==> src/rtl/pr_pkg.sv <==
// rtl/pr_pkg.sv - shared types and phase constants for the multi-channel peak/phase stage
package pr_pkg;

  localparam int PI_Q13     = 25736;
  localparam int TWO_PI_Q13 = 51472;

  typedef logic signed [15:0] phase_t;

  typedef enum logic [1:0] {
    IDLE,
    REF,
    CAPT,
    EMIT
  } state_t;

endpackage

==> src/rtl/multi_phase_detect_if.sv <==
// rtl/multi_phase_detect_if.sv - polar bin sink stream and phase-difference source stream
interface multi_phase_detect_if
  import pr_pkg::*;
#(
  parameter int NCH    = 3,
  parameter int MWIDTH = 25
) ();

  localparam int CHW = $clog2(NCH);

  logic              sink_valid;
  logic              sink_sop;
  logic              sink_eop;
  logic [MWIDTH-1:0] sink_mag;
  phase_t            sink_phase;

  logic              source_valid;
  logic              source_sop;
  logic              source_eop;
  logic [CHW-1:0]    source_chan;
  logic [23:0]       source_freq;
  phase_t            source_phase;
  logic              lowmag;
  logic              error;

  modport master (
    output sink_valid, sink_sop, sink_eop, sink_mag, sink_phase,
    input  source_valid, source_sop, source_eop, source_chan, source_freq, source_phase,
    input  lowmag, error
  );

  modport slave (
    input  sink_valid, sink_sop, sink_eop, sink_mag, sink_phase,
    output source_valid, source_sop, source_eop, source_chan, source_freq, source_phase,
    output lowmag, error
  );

endinterface

==> src/rtl/multi_phase_detect_phase_diff_wrap.sv <==
// rtl/multi_phase_detect_phase_diff_wrap.sv - Q3.13 phase subtract wrapped into [-pi, pi)
module phase_diff_wrap
  import pr_pkg::*;
(
  input  phase_t ph_ch_i,
  input  phase_t ph_ref_i,
  output phase_t diff_o
);

  localparam logic signed [16:0] WRAP_HI = 17'(PI_Q13 - 1);
  localparam logic signed [16:0] WRAP_LO = 17'(-PI_Q13);
  localparam logic signed [16:0] TWO_PI  = 17'(TWO_PI_Q13);

  logic signed [16:0] raw;
  logic signed [16:0] wrapped;

  always_comb begin
    raw     = $signed({ph_ch_i[15], ph_ch_i}) - $signed({ph_ref_i[15], ph_ref_i});
    wrapped = raw;
    if (raw > WRAP_HI) begin
      wrapped = raw - TWO_PI;
    end else if (raw < WRAP_LO) begin
      wrapped = raw + TWO_PI;
    end
    diff_o = wrapped[15:0];
  end

endmodule

==> src/rtl/multi_phase_detect.sv <==
// rtl/multi_phase_detect.sv - reference-channel peak search, per-channel phase capture, burst of wrapped differences
module multi_phase_detect
  import pr_pkg::*;
#(
  parameter int NCH    = 3,
  parameter int FFT    = 11,
  parameter int MWIDTH = 25,
  parameter int BIN_HZ = 9766,
  parameter int THRESH = 4096
) (
  input logic                 clk,
  input logic                 reset,
  multi_phase_detect_if.slave pd
);

  localparam int CHW = $clog2(NCH);
  localparam int CW  = FFT + CHW;
  localparam int FW  = FFT + 32;

  localparam logic [CW-1:0]     LAST_CNT = CW'(NCH * (2 ** FFT) - 1);
  localparam logic [CW-1:0]     REF_LAST = CW'(2 ** FFT - 1);
  localparam logic [FFT-1:0]    POS_LAST = FFT'(2 ** (FFT - 1) - 1);
  localparam logic [MWIDTH-1:0] THRESH_M = MWIDTH'(THRESH);
  localparam logic [FW-1:0]     BIN_HZ_W = FW'(BIN_HZ);
  localparam logic [FW-1:0]     FREQ_MAX = FW'(24'hFFFFFF);
  localparam logic [CHW-1:0]    LAST_CH  = CHW'(NCH - 1);

  // Scan side
  state_t            scan_q;
  logic [CW-1:0]     cnt_q;
  logic [FFT-1:0]    peak_bin_q;
  logic [MWIDTH-1:0] peak_mag_q;
  logic              found_q;
  phase_t            ref_ph_q;
  phase_t            slot_q [NCH];
  logic              error_q;
  logic              lowmag_q;

  // Output bank, independent so a new scan can overlap the burst
  state_t            out_q;
  logic [CHW-1:0]    emit_ch_q;
  phase_t            bank_slot_q [NCH];
  phase_t            bank_ref_q;
  logic [23:0]       bank_freq_q;
  logic              src_valid_q;
  logic              src_sop_q;
  logic              src_eop_q;
  logic [CHW-1:0]    src_chan_q;
  logic [23:0]       src_freq_q;
  phase_t            src_phase_q;

  logic [FFT-1:0]    bin;
  logic [CHW-1:0]    ch;
  logic              consider;
  logic              frame_end;
  logic              keep_frame;
  logic              load_bank;
  logic [FW-1:0]     prod;
  logic [23:0]       freq_d;
  phase_t            diff_d;

  assign bin        = cnt_q[FFT-1:0];
  assign ch         = cnt_q[CW-1:FFT];
  assign consider   = (scan_q == REF) && (bin != '0) && (bin <= POS_LAST) &&
                      (pd.sink_mag > peak_mag_q);
  assign frame_end  = pd.sink_valid && !pd.sink_sop && pd.sink_eop &&
                      (scan_q == CAPT) && (cnt_q == LAST_CNT);
  assign keep_frame = found_q && (peak_mag_q >= THRESH_M);
  assign load_bank  = frame_end && keep_frame;
  assign prod       = FW'(peak_bin_q) * BIN_HZ_W;
  assign freq_d     = (prod > FREQ_MAX) ? 24'hFFFFFF : prod[23:0];

  always_ff @(posedge clk or posedge reset) begin
    if (reset) begin
      scan_q     <= IDLE;
      cnt_q      <= '0;
      peak_bin_q <= '0;
      peak_mag_q <= '0;
      found_q    <= 1'b0;
      ref_ph_q   <= '0;
      error_q    <= 1'b0;
      lowmag_q   <= 1'b0;
      for (int i = 0; i < NCH; i++) slot_q[i] <= '0;
    end else begin
      error_q  <= 1'b0;
      lowmag_q <= 1'b0;
      if (pd.sink_valid) begin
        case (scan_q)
          IDLE: begin
            if (pd.sink_sop) begin
              if (pd.sink_eop) begin
                error_q <= 1'b1;
              end else begin
                scan_q     <= REF;
                cnt_q      <= CW'(1);
                found_q    <= 1'b0;
                peak_mag_q <= '0;
                peak_bin_q <= '0;
              end
            end
          end
          REF, CAPT: begin
            if (pd.sink_sop) begin
              // the offending sop becomes beat 0 of a fresh frame
              error_q    <= 1'b1;
              scan_q     <= pd.sink_eop ? IDLE : REF;
              cnt_q      <= CW'(1);
              found_q    <= 1'b0;
              peak_mag_q <= '0;
              peak_bin_q <= '0;
            end else if (cnt_q == LAST_CNT) begin
              scan_q <= IDLE;
              if (!pd.sink_eop) begin
                error_q <= 1'b1;
              end else if (!keep_frame) begin
                lowmag_q <= 1'b1;
              end
            end else if (pd.sink_eop) begin
              error_q <= 1'b1;
              scan_q  <= IDLE;
            end else begin
              cnt_q <= cnt_q + CW'(1);
              if (cnt_q == REF_LAST) scan_q <= CAPT;
              if (consider) begin
                found_q    <= 1'b1;
                peak_mag_q <= pd.sink_mag;
                peak_bin_q <= bin;
                ref_ph_q   <= pd.sink_phase;
              end
              if ((scan_q == CAPT) && (bin == peak_bin_q)) slot_q[ch] <= pd.sink_phase;
            end
          end
          default: scan_q <= IDLE;
        endcase
      end
    end
  end

  phase_diff_wrap u_wrap (
    .ph_ch_i  (bank_slot_q[emit_ch_q]),
    .ph_ref_i (bank_ref_q),
    .diff_o   (diff_d)
  );

  always_ff @(posedge clk or posedge reset) begin
    if (reset) begin
      out_q       <= IDLE;
      emit_ch_q   <= '0;
      bank_ref_q  <= '0;
      bank_freq_q <= '0;
      src_valid_q <= 1'b0;
      src_sop_q   <= 1'b0;
      src_eop_q   <= 1'b0;
      src_chan_q  <= '0;
      src_freq_q  <= '0;
      src_phase_q <= '0;
      for (int i = 0; i < NCH; i++) bank_slot_q[i] <= '0;
    end else begin
      src_valid_q <= 1'b0;
      src_sop_q   <= 1'b0;
      src_eop_q   <= 1'b0;
      src_chan_q  <= '0;
      src_freq_q  <= '0;
      src_phase_q <= '0;
      if (load_bank) begin
        bank_slot_q <= slot_q;
        bank_ref_q  <= ref_ph_q;
        bank_freq_q <= freq_d;
        emit_ch_q   <= CHW'(1);
        out_q       <= EMIT;
      end else if (out_q == EMIT) begin
        src_valid_q <= 1'b1;
        src_sop_q   <= (emit_ch_q == CHW'(1));
        src_eop_q   <= (emit_ch_q == LAST_CH);
        src_chan_q  <= emit_ch_q;
        src_freq_q  <= bank_freq_q;
        src_phase_q <= diff_d;
        if (emit_ch_q == LAST_CH) begin
          out_q <= IDLE;
        end else begin
          emit_ch_q <= emit_ch_q + CHW'(1);
        end
      end
    end
  end

  assign pd.source_valid = src_valid_q;
  assign pd.source_sop   = src_sop_q;
  assign pd.source_eop   = src_eop_q;
  assign pd.source_chan  = src_chan_q;
  assign pd.source_freq  = src_freq_q;
  assign pd.source_phase = src_phase_q;
  assign pd.lowmag       = lowmag_q;
  assign pd.error        = error_q;

endmodule
==> src/flat_wrapper.sv <==
// flat-port wrapper written by rule: the top's interface ports become plain ports
module multi_phase_detect_flat import pr_pkg::*;
#(
  parameter int NCH    = 3,
  parameter int FFT    = 11,
  parameter int MWIDTH = 25,
  parameter int BIN_HZ = 9766,
  parameter int THRESH = 4096
)
  (clk, reset, pd_sink_valid, pd_sink_sop, pd_sink_eop, pd_sink_mag, pd_sink_phase, pd_source_valid, pd_source_sop, pd_source_eop, pd_source_chan, pd_source_freq, pd_source_phase, pd_lowmag, pd_error);
  multi_phase_detect_if #(.NCH(NCH), .MWIDTH(MWIDTH)) pd_i ();
  input logic clk;
  input logic reset;
  input wire logic [$bits(pd_i.sink_valid)-1:0] pd_sink_valid;
  input wire logic [$bits(pd_i.sink_sop)-1:0] pd_sink_sop;
  input wire logic [$bits(pd_i.sink_eop)-1:0] pd_sink_eop;
  input wire logic [$bits(pd_i.sink_mag)-1:0] pd_sink_mag;
  input wire logic [$bits(pd_i.sink_phase)-1:0] pd_sink_phase;
  output wire logic [$bits(pd_i.source_valid)-1:0] pd_source_valid;
  output wire logic [$bits(pd_i.source_sop)-1:0] pd_source_sop;
  output wire logic [$bits(pd_i.source_eop)-1:0] pd_source_eop;
  output wire logic [$bits(pd_i.source_chan)-1:0] pd_source_chan;
  output wire logic [$bits(pd_i.source_freq)-1:0] pd_source_freq;
  output wire logic [$bits(pd_i.source_phase)-1:0] pd_source_phase;
  output wire logic [$bits(pd_i.lowmag)-1:0] pd_lowmag;
  output wire logic [$bits(pd_i.error)-1:0] pd_error;
  assign pd_i.sink_valid = pd_sink_valid;
  assign pd_i.sink_sop = pd_sink_sop;
  assign pd_i.sink_eop = pd_sink_eop;
  assign pd_i.sink_mag = pd_sink_mag;
  assign pd_i.sink_phase = pd_sink_phase;
  assign pd_source_valid = pd_i.source_valid;
  assign pd_source_sop = pd_i.source_sop;
  assign pd_source_eop = pd_i.source_eop;
  assign pd_source_chan = pd_i.source_chan;
  assign pd_source_freq = pd_i.source_freq;
  assign pd_source_phase = pd_i.source_phase;
  assign pd_lowmag = pd_i.lowmag;
  assign pd_error = pd_i.error;
  multi_phase_detect #(.NCH(NCH), .FFT(FFT), .MWIDTH(MWIDTH), .BIN_HZ(BIN_HZ), .THRESH(THRESH)) u_core (.clk(clk), .reset(reset), .pd(pd_i));
endmodule
==> config.mk <==
export PLATFORM = sky130hd
export DESIGN_NAME = multi_phase_detect_flat
export DESIGN_NICKNAME = d
export VERILOG_FILES = /design/src/rtl/pr_pkg.sv /design/src/rtl/multi_phase_detect_if.sv /design/src/rtl/multi_phase_detect_phase_diff_wrap.sv /design/src/rtl/multi_phase_detect.sv /design/src/flat_wrapper.sv
export SDC_FILE = /design/constraint.sdc
export NUM_CORES = 1
export LEC_CHECK = 0
export ABC_AREA = 0
export CORE_MARGIN = 2
export CORE_UTILIZATION = 37
export CTS_BUF_LIST = sky130_fd_sc_hd__clkbuf_2 sky130_fd_sc_hd__clkbuf_4 sky130_fd_sc_hd__clkbuf_8
export DETAILED_ROUTE_END_ITERATION = 6
export GPL_TIMING_DRIVEN = 0
export PLACE_DENSITY = 0.52
export SLEW_MARGIN = 20
export SYNTH_ARGS = -nofsm -noshare
export SYNTH_HDL_FRONTEND = slang
export SYNTH_HIERARCHICAL = 1
export SYNTH_SLANG_ARGS = --single-unit
==> constraint.sdc <==
create_clock -name clk -period 16.8 [get_ports clk]
set_clock_uncertainty 0.2 [all_clocks]
set_input_delay 4.2 -clock clk [delete_from_list [all_inputs] [get_ports clk]]
set_output_delay 4.2 -clock clk [all_outputs]
set_load 0.03 [all_outputs]
==> results of run 1 <==
-- cell families after synthesis --
family | share of synthesized area, %
AO/OA/AOI/OAI | 10.63
adder cells (fa/ha/maj) | 13.54
multiplexers | 8.560
AND/OR/NAND/NOR | 16.15
XOR/XNOR | 3.579
flip-flops | 42.67
buffers and inverters | 4.872
-- state kept, by name, summed over array words and instances (netlist names) --
register                count
u_core/out_q                1
u_core/bank_slot_q         48
u_core/pd.lowmag            1
u_core/pd.error             1
u_core/emit_ch_q            2
u_core/slot_q              48
u_core/bank_freq_q         24
u_core/peak_mag_q          25
u_core/pd.source_freq      24
u_core/pd.source_chan       2
u_core/pd.source_eop        1
u_core/pd.source_sop        1
u_core/pd.source_phase     16
u_core/peak_bin_q          11
u_core/bank_ref_q          16
u_core/scan_q               2
u_core/cnt_q               13
u_core/pd.source_valid      1
u_core/ref_ph_q            16
u_core/found_q              1
-- layout make-up --
class / instances / area (um^2) / share of cell area, %
timing repair buffer: 95 / 1003 / 5.690
clock buffer: 75 / 925.9 / 5.250
multi-input combinational: 1074 / 7812 / 44.30
inverter: 109 / 416.7 / 2.362
sequential: 254 / 6356 / 36.04
tap: 525 / 656.9 / 3.724
clock inverter: 10 / 148.9 / 0.8442
buffer: 69 / 316.6 / 1.795
-- synth_stat cells (8+ instances only) --
cell type	count	area (um^2)
nand2_1	317	1190
dfrtp_1	254	6356
ha_1	126	1577
inv_1	109	409.1
nor2_1	65	244.0
mux2_2	55	619.3
and3_1	52	325.3
mux2i_1	52	520.5
clkbuf_1	45	168.9
a21oi_1	40	200.2
o21ai_0	32	160.2
xnor2_1	32	280.3
xor2_1	27	236.5
a31oi_1	25	156.4
a21o_1	23	172.7
fa_1	22	440.4
nand4_1	20	125.1
buf_2	16	80.08
nor2b_1	15	93.84
nor3_1	12	60.06
nand3_1	11	55.05
mux2_1	10	112.6
o21a_1	10	75.07
a211oi_1	8	60.06
-- metal layers --
| metal | GRT usage, % | wire [um] | vias up | part of all wire, % |
|---|---|---|---|---|
| li1 | - | - | 5425 | - |
| met1 | 24.64 | 17340 | 5405 | 47 |
| met2 | 30.27 | 17670 | 155 | 48 |
| met3 | 3.468 | 1392 | 38 | 3.8 |
| met4 | 3.960 | 502 | 0 | 1.4 |
| met5 | 0 | 0 | - | 0 |
-- critical path: stages --
cell and delay, ns:
clkdlybuf4s50_1 0.62, nor2b_1 0.19, and2_1 0.19, nand4_1 0.10, nor4_1 0.26, nand3_1 0.25, nor2_1 0.69, buf_2 0.42
mux2_2 0.37
-- through the flow --
| stage | worst slack (ns) | util, % | total power, W | instances | instance area (um^2) |
|---|---|---|---|---|---|
| floorplan | 5.415 | - | 0.0008796 | 1506 | 14890 |
| global placement | 1.839 | 41.46 | 0.0009636 | 2123 | 16470 |
| detailed placement | 9.169 | 41.68 | 0.0009709 | 2126 | 16560 |
| CTS | 9.849 | 44.39 | 0.001652 | 2211 | 17640 |
| global route | 9.597 | 44.39 | 0.001716 | 2211 | 17640 |
| finish | 9.801 | 44.39 | 0.001624 | 2211 | 17640 |
-- final timing paths --
path / cells past startpoint / startpoint / endpoint / slack, ns
min in group asynchronous: 2 / reset / u_core/cnt_q[0] / 3.78
worst max register to register: 19 / u_core/peak_bin_q[9] / u_core/bank_freq_q[8] / 11.04
max in group asynchronous: 4 / reset / u_core/bank_freq_q[14] / 11.53
worst min register to register: 2 / u_core/slot_q[12] / u_core/bank_slot_q[12] / 0.26
worst min-delay path: 2 / u_core/slot_q[12] / u_core/bank_slot_q[12] / 0.26
worst max-delay path: 9 / pd_sink_valid / u_core/slot_q[3] / 9.80
-- power breakdown --
group          internal (W)  switching [W]
combinational      0.000111       0.000149
clock              0.000397       0.000268
sequential         0.000661      0.0000368
total               0.00117       0.000455
==> impl_results.md, run 1 <==
* Antenna diode count at 0
* Area Growth Syn to Fin at 18.41%
* Number of flops mapped to enable cells by yosys at 0
* CP arrival at approximately 7.3 ns
* Syn_nets at 1700
* Largest net degree at the start of global routing at 81
* Sequential fraction of the synthesis area at 42.67%
* Die area at 41880 um^2
* Core ar. at 39730 um^2
* Final wirelength at 36900 um
* CTS Buf Count at 46
* Commonest non-fill, non-tap cell in the layout: nand2_1
* RSZ-0062 raised after global routing: no
* CTS Sinks at 254
* F_max at 0.1429 GHz
* FFs w/ async S/R, synth at 100.0%
* Worst-path maximum fanout at 10
* Measured slew at the worst slew-check pin at 1.030 ns
* Drt wl/cell at approximately 17 um
* GR Overflow Total at 0
* Postcts setup bufs at 0
* Reg clk slew, reported paths at 0.06 ns
* Outcome: completed
* Synth Area per Inst at 9.890 um^2
* Max Root-Sink Buffers at 3
* 1st-pass router iterations at 5
* Port Buffers at 92
* Root Driver: clkbuf_8
* CTS tree: yes
* Mapped Cells at around 1500
* Layout cells sized above 1 at 12.28%
* Maxcap violations at 0
* Fin. max-slew vios at 0
* PD cells at 92.06 nW/um^2
* Post-synthesis cell type count at 86
* Vias at 11023
* Top FF cell, synth: dfrtp_1
* Synthesis-stage register bit count at about 250
* Die X-Extent at 204.6 um
* Mapped cell area at 14890 um^2
* Most frequent cells in the layout: nand2_1 (317), dfrtp_1 (254), ha_1 (126)
* Detail Route Antenna Nets at 0
* H-tree levels at 2
* Gr usage total at between 10% and 20%
* CP startpoint kind: input port
* CP Capture Type: register
* Hold_buf cts at 0
* Final Critical Period at 6.999 ns
* Worst rel slew slack at 31.24%
* Starting DRT DRC Count at around 560
* Post-DP HPWL at between 20000 and 30000 um
* Hold Slack at 0.2560 ns
* Maximum VDD drop at around 65 uV
* Top Ports at just over 90
* Chip height at 204.6 um
* CTS resizes at 0
* Clk_lat worst skew at between 0.6 and 0.7 ns
* Vias in the first global route at 11230
* Nets at approximately 1800
* Hold Vio Cnt, Final at 0
* Setup-failing EPs final at 0
* DR DRC count at 0
* Setup_tns at 0 ns
* # rows at between 70 and 80
* Initial core utilization at between 30% and 40%
* Hold/Removal Path Class: register to register
* Fill cells at 3921
* Yosys warns at 6
* Final Cycle Share at about two fifths
* Crit Path Category: input port to register
* Static Leak at 8.919 nW
* First-pass GRT wire length at 60800 um
* GP Congestion at between 0.8 and 0.9
* CP required at 17.10 ns
* Initial antenna violation count at 0
* Drt via density at around 5.0
Power figures use the tool's default switching activity.
==> run 2, diff against run 1 <==
--- a/config.mk
+++ b/config.mk
@@ -11,7 +11,7 @@
 export CTS_BUF_LIST = sky130_fd_sc_hd__clkbuf_2 sky130_fd_sc_hd__clkbuf_4 sky130_fd_sc_hd__clkbuf_8
 export DETAILED_ROUTE_END_ITERATION = 6
 export GPL_TIMING_DRIVEN = 0
-export PLACE_DENSITY = 0.52
+export PLACE_DENSITY = 0.54
 export SLEW_MARGIN = 20
 export SYNTH_ARGS = -nofsm -noshare
 export SYNTH_HDL_FRONTEND = slang
==> constraint.sdc (replaced) <==
create_clock -name clk -period 5.7 [get_ports clk]
set_clock_uncertainty 0.2 [all_clocks]
set_input_delay 1.425 -clock clk [delete_from_list [all_inputs] [get_ports clk]]
set_output_delay 1.425 -clock clk [all_outputs]
set_load 0.03 [all_outputs]
==> impl_results.md, run 2 (synthesis gave the netlist of run 1 again) <==
* Register area at 6359 um^2
* 1st-pass router iterations at 5
* Die area at 41880 um^2
* Maxcap violations at 0
* GP Congestion at 0.8374
* Initial core utilization at 37.49%
* CP startpoint kind: register
* Antenna diode count at 0
* Register-to-Register Setup Slack at around 0.33 ns
* DR DRC count at 0
* Hold Path Depth at 2
* Top Registers: u_core/bank_slot_q x48, u_core/slot_q x48, u_core/peak_mag_q x25
* Largest net degree at the start of global routing at 34
* Chip height at 204.6 um
* Vias in the first global route at approximately 11000
* Most frequent cells in the layout: nand2_1 (317), dfrtp_1 (252), ha_1 (125)
* Commonest non-fill, non-tap cell in the layout: nand2_1
* Gr usage total at roughly 18%
* Root Driver: clkbuf_8
* Multi-input logic area at slightly below 8000 um^2
* Layout cells sized above 1 at 13.09%
* Maximum VDD drop at 195.5 uV
* Drt via density at approximately 5.0
* Initial antenna violation count at 2
* Top Ports at between 90 and 100
* Drt wl/cell at 16.53 um
* Non-filler instance count after layout at about 2200
* Reg clk slew, reported paths at 0.06 ns
* CTS Sinks at 254
* Hold Vio Cnt, Final at 0
* Detail Route Antenna Nets at 0
* PD cells at 268.8 nW/um^2
* Area Growth Syn to Fin at 19.42%
* Vias at 11048
* Final wirelength at roughly 37000 um
* CTS tree: yes
* # rows at between 70 and 80
* Core ar. at 39730 um^2
* Final core occ at 44.77%
* H-tree levels at 2
* Pwr Total at 0.004780 W
* Final Cycle Share at 94.27%
* Nets at ~1900
* Final Critical Period at 5.373 ns
* Worst-path maximum fanout at 6
* Starting DRT DRC Count at 530
* Hold Slack at between 0.2 and 0.3 ns
* RSZ-0062 raised after global routing: no
* Cell count of the worst reg-to-reg path at 21
* CP arrival at 5.62 ns
* CTS Buf Count at 47
* Port Buffers at about 90
* Dpl cells at between 2000 and 2500
* GR Overflow Total at 0
* Max Root-Sink Buffers at 3
* Fin. max-slew vios at 0
* Die X-Extent at 204.6 um
* Outcome: completed
* F_max at 0.1861 GHz
* Worst rel slew slack at 32.15%
* Setup-failing EPs final at 0
* CP Capture Type: register
* First-pass GRT wire length at 59310 um
* Measured slew at the worst slew-check pin at 1.017 ns
* Fill cells at 3870
* Clk_lat worst skew at 0.62 ns
* Hold/Removal Path Class: register to register
* Post-DP HPWL at 27490 um
* Static Leak at 8.981 nW
* Setup_tns at 0 ns
* CP required at 5.95 ns
* Crit Path Category: register to register
[run 2: cell count changes in the layout (fill, tap and decap cells not counted), moves of 2 or more]
cell / change
buf_6: +2
inv_6: +2
buf_12: +8
clkbuf_4: -3
buf_4: +9
buf_16: -3
dfrtp_1: -2
dfrtp_2: +2
clkbuf_8: -3
[run 2: area by class of cell]
type                            instances  share of cell area (%)
Multi-Input combinational cell       1074                   44.09
Sequential cell                       254                   35.75
Timing Repair Buffer                  110                   6.486
Clock buffer                           69                   4.847
Tap cell                              525                   3.693
Inverter                              109                   2.321
Buffer                                 69                   1.850
Clock inverter                         11                  0.9637
[run 2: routing by layer]
metal / track usage, % / wire length [um]
met3: 3.945 / 1631
met1: 23.01 / 16390
met4: 4.633 / 727
met5: 0 / 23
met2: 30.45 / 17930
[run 2: final timing paths]
| path | from | endpoint |
|---|---|---|
| hold reg to reg | u_core/slot_q[0] | u_core/bank_slot_q[0] |
| setup / recovery | u_core/peak_bin_q[9] | u_core/bank_freq_q[21] |
| hold / removal | u_core/slot_q[0] | u_core/bank_slot_q[0] |
| max in group asynchronous | reset | u_core/peak_mag_q[18] |
| min in group asynchronous | reset | u_core/pd.source_freq[1] |
| setup reg to reg | u_core/peak_bin_q[9] | u_core/bank_freq_q[21] |
[run 2: stage by stage]
step	cell area (um^2)	setup slack (ns)
global route	17790	0.01475
finish	17790	0.3267
floorplan	14900	0.5336
CTS	17680	0.04168
detailed placement	16640	-0.06639
global placement	16480	-1.298
[run 2: repair_timing]
item	in CTS	in global routing
gates resized for setup	4	7
gates cloned	0	1
pin swaps	0	3
buffers inserted	0	9
hold buffers	0	0
endpoints found under the setup margin	20	22
[run 2: power by group]
part | leakage [nW] | switching (W) | internal [W]
combinational | 4.93 | 0.000442 | 0.000333
sequential | 3.51 | 0.000110 | 0.00195
clock | 0.543 | 0.000797 | 0.00115
[run 2: worst max-delay path, cell delays in order (launching register included)]
cell      delay [ns]
dfrtp_2         0.45
buf_4           0.15
ha_1            0.16
inv_1           0.07
fa_1            0.46
fa_1            0.52
inv_1           0.05
fa_1            0.50
inv_1           0.07
fa_1            0.53
inv_1           0.06
ha_4            0.26
a21oi_2         0.13
o21bai_1        0.07
a221o_1         0.35
a211oi_4        0.32
o21ai_1         0.14
a21oi_2         0.20
xor2_2          0.13
buf_4           0.16
buf_4           0.13
a41oi_1         0.10
